`src/rtl/serial_adder_pkg.sv`:
```
// Shared types for the bit-serial adder: FSM state encoding.
package serial_adder_pkg;

  typedef enum logic [1:0] {
    ST_IDLE = 2'd0,
    ST_RUN  = 2'd1,
    ST_DONE = 2'd2
  } state_t;

endpackage

```
`src/rtl/adder.sv`:
```
// Existing 1-bit full adder used as the serial adder's arithmetic cell.
module adder (
  input  logic a,
  input  logic b,
  input  logic ci,
  output logic co,
  output logic s
);

  assign s  = a ^ b ^ ci;
  assign co = (a & b) | (a & ci) | (b & ci);

endmodule

```
`src/rtl/serial_adder.sv`:
```
// Bit-serial WIDTH-bit adder: feeds one operand bit pair per clock (LSB first)
// into a single full adder and collects the sum and the rippled carry.
module serial_adder
  import serial_adder_pkg::*;
#(
  parameter int WIDTH = 8,
  parameter int CNT_W = 3
) (
  input  logic             clk,
  input  logic             rst,
  input  logic             start,
  input  logic [WIDTH-1:0] a_in,
  input  logic [WIDTH-1:0] b_in,
  input  logic             cin_in,
  output logic             busy,
  output logic             done,
  output logic [WIDTH-1:0] sum_out,
  output logic             cout
);

  state_t           state, state_nxt;
  logic [WIDTH-1:0] a_sh, b_sh, s_sh;
  logic             carry;
  logic [CNT_W-1:0] cnt;
  logic             s, co;
  logic             last;
  logic             accept;

  adder u_adder (
    .a  (a_sh[0]),
    .b  (b_sh[0]),
    .ci (carry),
    .co (co),
    .s  (s)
  );

  assign last = (cnt == CNT_W'(WIDTH - 1));
  assign busy = (state == ST_RUN);
  assign done = (state == ST_DONE);

  // NOTE: every output of this block gets a default first, so no path can infer a latch.
  always_comb begin
    state_nxt = state;
    accept    = 1'b0;
    case (state)
      ST_IDLE: begin
        if (start) begin
          accept    = 1'b1;
          state_nxt = ST_RUN;
        end
      end
      ST_RUN: begin
        if (last) state_nxt = ST_DONE;
      end
      ST_DONE: begin
        // Back-to-back: a start seen in DONE is accepted just like in IDLE.
        if (start) begin
          accept    = 1'b1;
          state_nxt = ST_RUN;
        end else begin
          state_nxt = ST_IDLE;
        end
      end
      default: state_nxt = ST_IDLE;
    endcase
  end

  // NOTE: sequential state uses non-blocking assignments so every register samples pre-edge values.
  always_ff @(posedge clk) begin
    if (rst) begin
      state   <= ST_IDLE;
      a_sh    <= '0;
      b_sh    <= '0;
      s_sh    <= '0;
      carry   <= 1'b0;
      cnt     <= '0;
      sum_out <= '0;
      cout    <= 1'b0;
    end else begin
      state <= state_nxt;
      if (accept) begin
        a_sh  <= a_in;
        b_sh  <= b_in;
        carry <= cin_in;
        cnt   <= '0;
      end else if (state == ST_RUN) begin
        a_sh  <= a_sh >> 1;
        b_sh  <= b_sh >> 1;
        s_sh  <= {s, s_sh[WIDTH-1:1]};
        carry <= co;
        if (last) begin
          // Counter restarts rather than wrapping so it never passes WIDTH-1.
          cnt     <= '0;
          sum_out <= {s, s_sh[WIDTH-1:1]};
          cout    <= co;
        end else begin
          cnt <= cnt + CNT_W'(1);
        end
      end
    end
  end

endmodule
```
`config.mk`:
```
export PLATFORM = sky130hd
export DESIGN_NAME = serial_adder
export DESIGN_NICKNAME = d
export VERILOG_FILES = /design/src/rtl/serial_adder_pkg.sv /design/src/rtl/adder.sv /design/src/rtl/serial_adder.sv
export SDC_FILE = /design/constraint.sdc
export NUM_CORES = 1
export LEC_CHECK = 0
export BUFFER_PORTS_ARGS = -buffer_cell sky130_fd_sc_hd__buf_2
export CAP_MARGIN = 25
export CORE_MARGIN = 4
export CORE_UTILIZATION = 55
export DETAILED_ROUTE_END_ITERATION = 10
export PLACE_DENSITY = 0.89
export SYNTH_ARGS = -nofsm -noshare
export SYNTH_HDL_FRONTEND = slang
export SYNTH_HIERARCHICAL = 1
export SYNTH_SLANG_ARGS = --single-unit
```
`constraint.sdc`:
```
create_clock -name clk -period 2.1 [get_ports clk]
set_input_delay 0.525 -clock clk [delete_from_list [all_inputs] [get_ports clk]]
set_output_delay 0.525 -clock clk [all_outputs]
set_load 0.03 [all_outputs]
```
* Word level (Yosys, flattened, before mapping) *
Index checks and enable logic that the tools add are counted.

cells by class
  add/sub/neg operators = 1
  eq/ne operators = 5
  muxes and demuxes = 13
  bitwise logic cells = 8
  reduce and logical (&&, ||, !) cells = 7

operators by type and width
  cell                   count
  $mux W8                4
  $pmux W2 S3            1
  $mux W1                5
  $mux W2                2
  $reduce_and A2 Y1      2
  $reduce_or A2 Y1       2
  $add A3 B1 Y3 const B  1
  $and A1 B1 Y1          3
  $eq A3 B3 Y1 const B   1
  $mux W3                1
  $reduce_and A3 Y1      1
  $eq A2 B1 Y1 const B   1
  $eq A2 B2 Y1 const B   1
  $logic_not A2 Y1       1
  $ne A2 B1 Y1 const B   1
  $ne A2 B2 Y1 const B   1
  $or A1 B1 Y1           2
  $reduce_bool A2 Y1     1
  $xor A1 B1 Y1          2
  $not A1 Y1             1

word-level totals
  flip-flop bits (word level) = 39
  input bits = 20
  word-level logic and storage cells = 42

* Longest topological paths before layout *
Gate-level depths: netlist of the first run.

  depth in word-level cells = 5
  mapped depth = 5
  mapped depth without buffers = 5

* Modules after synthesis *
Netlist of the first run, hierarchy kept.

by module, submodules not included
  module        instances  cells an instance  area each (um2)
  serial_adder  1          180                1498.9
  adder         1          1                  20.0

* Worst setup path before layout of the first run *
Ideal clock, no wire load.

  path type = reg-to-output
  start point = reg state[1]
  end point = out busy
  arrival time = 0.850 ns
  data required time = 1.575 ns
  setup slack = 0.725 ns
  stages on the path, launching flop included = 4
  buffers on the path = 1
  cells stage by stage = dfxtp_1 nand2b_1 inv_1 buf_2

between the ends
  longest elaborated chain between the ends = 1

ends and longest elaborated chain
  item                      RTL line            RTL
  start: declaration        serial_adder.sv:21  state_t state, state_nxt;
  start signal: assignment  serial_adder.sv:80  state <= state_nxt;
  $eq A2 B1 Y1              serial_adder.sv:38  assign busy = (state == ST_RUN);
  end: declaration          serial_adder.sv:15  output logic busy,

Every way passes these cells.

* Worst setup path in the final report of the first run *
  start point = reg state[0]
  end point = out busy

The elaborated chain is that of the path after synthesis.

==> results of run 1 <==
## worst min path at each step
stage,from,endpoint
CTS,a_in[7],a_sh[7]
finish,a_in[7],a_sh[7]
detailed placement,sum_out[6],sum_out[6]
global placement,sum_out[3],sum_out[3]
global route,a_in[7],a_sh[7]
floorplan,s_sh[1],s_sh[1]
## power groups by stage
| stage | logic, W | clock network [W] | registers [W] |
|---|---|---|---|
| after floorplan | 0.000117 | 0 | 0.000786 |
| after global routing | 0.000171 | 0.000433 | 0.000780 |
| after global placement | 0.000148 | 0 | 0.000789 |
| final | 0.000154 | 0.000388 | 0.000775 |
| after detailed placement | 0.000153 | 0 | 0.000791 |
| after CTS | 0.000154 | 0.000394 | 0.000775 |
## synth_stat cells, drive strengths merged
master,number
a311oi,10
nor4bb,1
nand3b,1
clkbuf,4
buf,11
mux2i,2
a21oi,20
or3,1
nor2b,2
ha,2
fa,1
a211oi,1
nand2,45
o21a,1
nand3,12
inv,1
dfxtp,38
o22ai,3
nor2,12
a22oi,2
nor3,9
nand2b,2
## layer usage
layer | vias to the layer above | global-route usage | share of wire
met1 | 615 | 0.2573 | 0.46
li1 | 678 | - | -
met2 | 39 | 0.2978 | 0.47
met5 | - | 0 | 0
met3 | 6 | 0.06170 | 0.057
met4 | 0 | 0.07430 | 0.018
## cell families (layout without fill, tap and decap cells)
| family | count (synthesis) | in the layout |
|---|---|---|
| flops | 38 | 38 |
| compound gates | 37 | 37 |
| simple gates | 85 | 85 |
| fa+ha+maj | 3 | 3 |
| mux | 2 | 2 |
| buf+inv | 16 | 44 |
## state kept, by name, summed over array words and instances, names as in the netlist
| signal | count |
|---|---|
| s_sh | 7 |
| state | 2 |
| sum_out | 8 |
| cout | 1 |
| cnt | 3 |
| a_sh | 8 |
| carry | 1 |
| b_sh | 8 |
## final cells by class
| cell class | count | area, um^2 | area share |
|---|---|---|---|
| Multi-Input combinational cell | 127 | 674.4 | 0.3911 |
| Tap cell | 30 | 37.54 | 0.02177 |
| Clock buffer | 7 | 55.05 | 0.03193 |
| Timing Repair Buffer | 35 | 187.7 | 0.1089 |
| Inverter | 1 | 3.754 | 0.002177 |
| Clock inverter | 1 | 5.005 | 0.002903 |
| Sequential cell | 38 | 760.7 | 0.4412 |
## critical path, cell delays in order, from the launching register on
cell and delay (ns):
dfxtp_1 0.43, nand2b_1 0.12, inv_1 0.09, buf_2 0.20
## through the flow
step,utilization,hold WS [ns],worst slack [ns],cells,instance area (um^2)
CTS,0.6775,0.4068,0.3883,239,1724
global placement,0.6539,0.4413,0.5479,231,1664
finish,0.6775,0.4156,0.3917,239,1724
detailed placement,0.6539,0.4458,0.4327,231,1664
floorplan,-,0.4366,0.7249,181,1519
global route,0.6775,0.4315,0.2251,239,1724
==> impl_metrics.env, run 1 <==
export IMPL_combinational_family_with_the_most_area_after_synthesis="simple AND/OR/NAND/NOR gates"
export IMPL_comb_power_share=0.117
export IMPL_mappedNetlistArea_mm2=0.001519
export IMPL_finalWorstPathRequiredPeriod_ns=1.708
export IMPL_yosys_area_top_type_share=0.5008
export IMPL_cts_made_buffers=5
export IMPL_ys_types=25
export IMPL_detail_route_wl_per_cell_um=13.29
export IMPL_worst_hold_path_num_cells=3
export IMPL_max_cap_viol_count=0
export IMPL_worst_endpoint_arrival_ns=1.18
export IMPL_pin_count_of_the_biggest_net_entering_global_routing=39
export IMPL_timing_critical_path_fanout_max=6
export IMPL_relSlewSlack=0.5775
export IMPL_numPortBuffers=30
export IMPL_floorplan_initialDensity=0.5969
export IMPL_synthTopCellsByArea="dfxtp_1, nand2_1, a21oi_1"
export IMPL_design_core_area_mm2=0.002545
export IMPL_cts_sink_count=38
export IMPL_tritoncts_clock_tree="done"
export IMPL_router_iterations_before_antenna_repair=4
export IMPL_finalCritPeriodShare=0.8135
export IMPL_post_synth_inst_count=181
export IMPL_timing_max_transition_violations_final=0
export IMPL_syn_to_final_growth_pct=13.51
export IMPL_worst_reg2reg_setup_slack_ns=0.41
export IMPL_worstReg2RegEnd="sum_out[3]"
export IMPL_ys_ff_latch=38
export IMPL_rsz0062_at_grt="false"
export IMPL_detail_route_antenna_nets=0
export IMPL_sequentialPowerShare=0.588
export IMPL_routed_wl_um=3176
export IMPL_fin_tns_setup_ns=0
export IMPL_yosys_area_share_simple=0.2422
export IMPL_synth_seq_area_share=0.5008
export IMPL_grt_pass1_wl_um=5299
export IMPL_detail_route_drc_violations=0
export IMPL_detail_route_vias_per_cell=5.598
export IMPL_leading_cell_type_in_the_layout_fill_and_taps_excluded="nand2_1"
export IMPL_most_common_layout_cells="nand2_1, dfxtp_1, buf_2, a21oi_1"
export IMPL_critical_path_endpoint_type="output pin"
export IMPL_die_extent_in_x_um=60.55
export IMPL_die_span_in_y_um=60.55
export IMPL_first_global_vias=1182
export IMPL_swShare=0.2573
export IMPL_design_die_area_mm2=0.003666
export IMPL_synth_warnings=6
export IMPL_synthesis_area_per_instance_um2=8.392
export IMPL_cp_required_ns=1.57
export IMPL_power_per_cell_area_mw_per_mm2=763.9
export IMPL_worst_r2r_startpoint="cnt[0]"
export IMPL_clock_power_share=0.295
export IMPL_p_int_w=0.0009782
export IMPL_finalHoldViolCount=0
export IMPL_hpwl_um=2180
export IMPL_antenna_found_initial=0
export IMPL_library_cell_occupying_the_most_area_in_the_post_synthesis_netlist="dfxtp_1"
export IMPL_report_final_setup_viol=0
export IMPL_ctsHtreeMaxLevel=2
export IMPL_multiplexer_area_fraction_after_synthesis=0.01318
export IMPL_mappedNetlistNets=204
export IMPL_grt_usage=0.1943
export IMPL_placer_s_final_routability_congestion_estimate=0.7761
export IMPL_r2r_worst_path_cells=5
export IMPL_power_w=0.001317
export IMPL_critPathLaunchType="flip-flop"
export IMPL_std_cell_rows=18
export IMPL_tightestPinTransition_ns=0.6338
export IMPL_holdCritPathClass="in -> reg"
export IMPL_ctsRootBufferMaster="clkbuf_4"
export IMPL_drive_gt1_frac=0.2057
export IMPL_antenna_cells_inserted=0
export IMPL_status="complete, no violations"
export IMPL_cp_startpoint="state[0]"
export IMPL_worst_setup_hold_path_clk_slew_ns=0.11
export IMPL_clock_fmax_mhz=585.4
export IMPL_grt_ovfl_total=0
export IMPL_cts_hold_fix_buffers=0
export IMPL_worstSkewPairLatency_ns=0.34
export IMPL_net_sw_power_w=0.0003390
export IMPL_ioPinCount=31
export IMPL_synth_compound_area_share=0.1590
export IMPL_cts_repair_resize_count=0
export IMPL_power_leakage_nw=0.6901
export IMPL_layout_nets=231
export IMPL_worst_setup_path_endpoint="busy"
export IMPL_route_vias_total=1338
export IMPL_setup_worst_path_class="reg -> out"
export IMPL_fin_skew_ns=0.007558
export IMPL_cts_post_setup_buffers_inserted=0
export IMPL_ir_worst_vdd_uv=624.2
export IMPL_drt_iter0_markers=35
export IMPL_yosys_area_share_xor_xnor=0
export IMPL_cts_max_path_buffers=2
export IMPL_synthAdderAreaFrac=0.02965
export IMPL_filler_cell_count=203
(Power assumes the default switching activity.)
==> run 2: changes to the inputs <==
Settings changed: CORE_UTILIZATION 55 to 53, PLACE_DENSITY 0.89 to 0.86.
Clock period 2.1 ns to 1.65 ns, I/O delays scaled along.
==> run 2 against run 1 <==
  * Global-route usage fell by 0.12 points
  * Largest cell class unchanged
  * Flip-flop and latch count did not move
  * Cell count rose by 1.3%
  * Sequential power rose by 27%
  * First-iteration DRC count rose by 11%
  * Worst hold slack got worse by 0.12 ns
  * Routed wire length fell by 4.2%
  * Via count fell by 1.0%
  * Critical path depth did not move
  * Register-to-register slack got worse by 0.23 ns
  * Clock power rose by 60%
  * Sequential share of layout area fell by 1.4 points
==> impl_metrics.env, run 2 (synthesized netlist as in run 1, its figures left out) <==
export IMPL_status="complete, no violations"
export IMPL_router_iterations_before_antenna_repair=4
export IMPL_detail_route_drc_violations=0
export IMPL_worstSkewPairLatency_ns=0.34
export IMPL_worst_setup_hold_path_clk_slew_ns=0.11
export IMPL_placement_stage_cell_area_mm2=0.001705
export IMPL_p_int_w=0.001364
export IMPL_worst_endpoint_arrival_ns=1.16
export IMPL_final_design_area_no_fill_mm2=0.001788
export IMPL_antenna_cells_inserted=0
export IMPL_cts_max_path_buffers=2
export IMPL_numPortBuffers=30
export IMPL_placer_s_final_routability_congestion_estimate=0.7311
export IMPL_finish_utilization=0.6484
export IMPL_std_cell_rows=19
export IMPL_setup_worst_path_class="reg -> out"
export IMPL_timing_max_transition_violations_final=0
export IMPL_hpwl_um=2008
export IMPL_largest_registers_in_the_final_layout="a_sh x8, b_sh x8, sum_out x8"
export IMPL_cp_required_ns=1.24
export IMPL_worst_reg2reg_setup_slack_ns=0.18
export IMPL_ir_worst_vdd_uv=840.6
export IMPL_die_extent_in_x_um=61.54
export IMPL_detail_route_vias_per_cell=5.471
export IMPL_relSlewSlack=0.7360
export IMPL_grt_ovfl_total=0
export IMPL_ioPinCount=31
export IMPL_cts_post_setup_buffers_inserted=0
export IMPL_most_common_layout_cells="nand2_1, dfxtp_1, buf_2, a21oi_1"
export IMPL_cp_startpoint="state[1]"
export IMPL_timing_critical_path_fanout_max=4
export IMPL_grt_pass1_wl_um=5313
export IMPL_pin_count_of_the_biggest_net_entering_global_routing=39
export IMPL_clock_fmax_mhz=636.0
export IMPL_holdCritStartpoint="a_in[7]"
export IMPL_cts_sink_count=38
export IMPL_worst_r2r_startpoint="cnt[0]"
export IMPL_power_leakage_nw=0.7201
export IMPL_drive_gt1_frac=0.2322
export IMPL_finalCritPeriodShare=0.9530
export IMPL_net_sw_power_w=0.0004504
export IMPL_tightestPinTransition_ns=0.3948
export IMPL_design_core_area_mm2=0.002758
export IMPL_fin_skew_ns=0.005336
export IMPL_die_span_in_y_um=61.54
export IMPL_comb_power_share=0.115
export IMPL_critPathLaunchType="flip-flop"
export IMPL_design_die_area_mm2=0.003787
export IMPL_power_per_cell_area_mw_per_mm2=1015
export IMPL_fin_tns_setup_ns=0
export IMPL_power_w=0.001814
export IMPL_detailedPlace_worstSlack_ns=0.1742
export IMPL_critical_path_endpoint_type="output pin"
export IMPL_route_vias_total=1324
export IMPL_filler_cell_count=237
export IMPL_tritoncts_clock_tree="done"
export IMPL_layout_nets=233
export IMPL_leading_cell_type_in_the_layout_fill_and_taps_excluded="nand2_1"
export IMPL_clock_power_share=0.341
export IMPL_detail_route_antenna_nets=0
export IMPL_detail_route_wl_per_cell_um=12.57
export IMPL_max_cap_viol_count=0
export IMPL_antenna_found_initial=0
export IMPL_ctsRootBufferMaster="clkbuf_4"
export IMPL_sequentialPowerShare=0.544
export IMPL_routed_wl_um=3043
export IMPL_floorplan_initialDensity=0.5508
export IMPL_drt_iter0_markers=39
export IMPL_finalHoldViolCount=0
export IMPL_report_final_setup_viol=0
export IMPL_holdCritPathClass="in -> reg"
export IMPL_grt_usage=0.1931
export IMPL_final_critical_path_setup_slack_ns=0.07758
export IMPL_ctsHtreeMaxLevel=2
export IMPL_cts_made_buffers=5
export IMPL_rsz0062_at_grt="false"
export IMPL_cts_hold_fix_buffers=0
export IMPL_finalWorstPathRequiredPeriod_ns=1.572
export IMPL_syn_to_final_growth_pct=17.71
export IMPL_first_global_vias=1167
export IMPL_swShare=0.2483
[run 2: critical path, stage by stage, from the launching register on]
cell	delay (ns)
dfxtp_2	0.35
nand2b_1	0.20
inv_2	0.11
buf_4	0.16
[run 2: repair_timing]
item,4_1_cts,5_1_grt
gates resized for setup,2,2
endpoints found under the setup margin,1,1
hold endpoints to repair,0,0
cloned,0,0
[run 2: final timing paths]
kind / to / cells after the start
max reg2reg: sum_out[3] / 5
max: busy / 3
min reg2reg: sum_out[1] / 2
min: a_sh[7] / 3
[run 2: power by group through the flow]
stage                     sequential, W  combinational, W  clock, W
after floorplan                 0.00100          0.000149         0
after CTS                      0.000987          0.000210  0.000628
after global placement          0.00101          0.000204         0
final                          0.000987          0.000209  0.000619
after detailed placement        0.00101          0.000207         0
after global routing           0.000993          0.000234  0.000694
[run 2: area by class of cell]
| type | instances | area, um^2 | area share |
|---|---|---|---|
| flip-flops and latches | 38 | 763.2 | 0.4269 |
| multi-input cells | 127 | 674.4 | 0.3772 |
| repair buffers | 37 | 230.2 | 0.1288 |
| clock inverters | 3 | 40.04 | 0.02239 |
| well taps | 31 | 38.79 | 0.02169 |
| clock buffers | 5 | 37.54 | 0.02099 |
| inverters | 1 | 3.754 | 0.002099 |
[run 2: per-stage QoR]
stage          hold slack, ns  std cells
3_3_place_gp           0.4401        234
4_1_cts                0.2862        242
6_report               0.2974        242
3_5_place_dp           0.4446        234
5_1_grt                0.2890        242
2_1_floorplan          0.4366        181
[run 2: layer usage]
layer,track usage,share of wire,wire [um]
met1,0.2661,0.46,1387
met5,0,0,0
met4,0.1121,0.0072,22
met3,0.05031,0.052,159
met2,0.2706,0.48,1474
==> run 3: changes to the inputs <==
Settings changed: CORE_UTILIZATION 53 to 48, PLACE_DENSITY 0.86 to 0.83.
Clock period 1.65 ns to 1.4 ns, I/O delays scaled along.
==> run 3 against run 2 <==
  * Register-to-register slack got worse by 0.13 ns
  * Non-clock buffer count increased by 8
  * Global-route usage decreased by 2.3 points
  * Flip-flop and latch count unchanged
  * Final area increased by 6.9%
  * Combinational power increased by 32%
  * Setup slack got worse by 0.089 ns
  * The flow now finishes with violations (negative setup slack)
  * Highest routed layer unchanged
  * Die area increased by 9.0%
  * Largest cell class unchanged
==> impl_metrics.env, run 3 (synthesized netlist as in run 1, its figures left out) <==
export IMPL_status="finished, violations left"
export IMPL_violations="negative setup slack"
export IMPL_critPathLaunchType="flip-flop"
export IMPL_timing_max_transition_violations_final=0
export IMPL_cp_required_ns=1.05
export IMPL_cp_buffers_inverters=2
export IMPL_timing_critical_path_fanout_max=5
export IMPL_rsz0062_at_grt="true"
export IMPL_design_core_area_mm2=0.003028
export IMPL_floorplan_initialDensity=0.5017
export IMPL_worst_reg2reg_setup_slack_ns=0.05
export IMPL_power_leakage_nw=0.7571
export IMPL_max_cap_viol_count=0
export IMPL_finalHoldViolCount=0
export IMPL_detail_route_antenna_nets=0
export IMPL_cp_startpoint="state[1]"
export IMPL_clock_fmax_mhz=708.5
export IMPL_finalWorstPathRequiredPeriod_ns=1.411
export IMPL_cpPeakStageDelay_ns=0.35
export IMPL_final_critical_path_setup_slack_ns=-0.01148
export IMPL_design_die_area_mm2=0.004129
export IMPL_most_common_layout_cells="nand2_1, dfxtp_1, buf_2, a21oi_1"
export IMPL_ctsHtreeMaxLevel=2
export IMPL_cts_sink_count=38
export IMPL_pin_count_of_the_biggest_net_entering_global_routing=20
export IMPL_drive_gt1_frac=0.2877
export IMPL_die_extent_in_x_um=64.26
export IMPL_fin_skew_ns=0.01072
export IMPL_finish_utilization=0.6310
export IMPL_placer_s_final_routability_congestion_estimate=0.7530
export IMPL_power_per_cell_area_mw_per_mm2=1136
export IMPL_std_cell_rows=20
export IMPL_detail_route_wl_per_cell_um=13.19
export IMPL_leading_cell_type_in_the_layout_fill_and_taps_excluded="nand2_1"
export IMPL_fin_tns_setup_ns=-0.02152
export IMPL_layout_nets=241
export IMPL_crit_family="flip-flops"
export IMPL_cts_made_buffers=5
export IMPL_holdCritStartpoint="a_in[7]"
export IMPL_placement_stage_cell_area_mm2=0.001754
export IMPL_relSlewSlack=0.7746
export IMPL_detail_route_drc_violations=0
export IMPL_placed_cells=253
export IMPL_crit_path_cell_trace="nand2b_4 -> inv_4 -> buf_6"
export IMPL_worst_setup_hold_path_clk_slew_ns=0.11
export IMPL_worst_r2r_startpoint="cnt[0]"
export IMPL_grt_ovfl_total=0
export IMPL_finalCritPeriodShare=1.008
export IMPL_grt_pass1_wl_um=5568
export IMPL_report_final_setup_viol=2
export IMPL_syn_to_final_growth_pct=25.78
export IMPL_largest_registers_in_the_final_layout="a_sh x8, b_sh x8, sum_out x8"
export IMPL_ioPinCount=31
export IMPL_antenna_found_initial=0
export IMPL_setup_worst_path_class="reg -> out"
export IMPL_critical_path_slowest_cell="dfxtp_2"
export IMPL_numPortBuffers=30
export IMPL_router_iterations_before_antenna_repair=4
export IMPL_worst_endpoint_arrival_ns=1.06
export IMPL_layout_cells_excl_fill=263
export IMPL_grt_usage=0.1702
export IMPL_hpwl_um=2180
export IMPL_first_global_vias=1347
export IMPL_drt_iter0_markers=64
export IMPL_power_w=0.002170
export IMPL_route_vias_total=1363
export IMPL_ir_worst_vdd_uv=584.6
export IMPL_ctsRootBufferMaster="clkbuf_4"
export IMPL_final_design_area_no_fill_mm2=0.001911
export IMPL_holdCritPathClass="in -> reg"
export IMPL_cts_max_path_buffers=2
export IMPL_worstSkewPairLatency_ns=0.35
export IMPL_tightestPinTransition_ns=0.3381
export IMPL_antenna_cells_inserted=0
export IMPL_critical_path_endpoint_type="output pin"
export IMPL_routed_wl_um=3470
export IMPL_filler_cell_count=245
export IMPL_die_span_in_y_um=64.26
export IMPL_tritoncts_clock_tree="done"
export IMPL_detail_route_vias_per_cell=5.183
run 3: cell count changes in the layout (fill, tap and decap cells not counted), sizes merged:
cell  delta
buf      +8
run 3: power breakdown:
group / switching, W / internal [W]
Combinational: 0.000155 / 0.000120
Sequential: 0.0000308 / 0.00113
Clock: 0.000362 / 0.000370
run 3: worst min-delay path: stages:
cell	delay (ns)
buf_2	0.09
nand2_1	0.04
a21oi_1	0.05
run 3: final timing paths:
path,end,cells past startpoint
worst min-delay path,a_sh[7],3
worst max-delay path,busy,3
worst min register to register,sum_out[6],2
worst max register to register,cnt[0],4
run 3: cell type report:
cell class                      instances  area [um^2]  area share
Sequential cell                        38        767.0      0.4014
Timing Repair Buffer                   45        292.8      0.1532
Clock inverter                          3        40.04     0.02096
Tap cell                               44        55.05     0.02881
Multi-Input combinational cell        127        711.9      0.3726
Clock buffer                            5        37.54     0.01965
Inverter                                1        6.256    0.003274
run 3: metal layers:
layer  GRT usage  routed length (um)
met3     0.03866                 155
met1      0.2103                1497
met2      0.2706                1726
met4     0.09763                  91
met5           0                   0
run 3: stage by stage:
step / hold slack, ns / setup slack, ns
floorplan: 0.4366 / 0.08477
finish: 0.2279 / -0.01148
global route: 0.2196 / -0.05173
global placement: 0.4428 / 0.04696
detailed placement: 0.4448 / 0.02019
CTS: 0.2219 / -0.06169
run 3: what timing repair did:
item | CTS | global route
endpoints found under the setup margin | 3 | 10
gates resized for setup | 10 | 9
hold buffers | 0 | 0
setup buffers | 1 | 0
gates cloned | 0 | 1
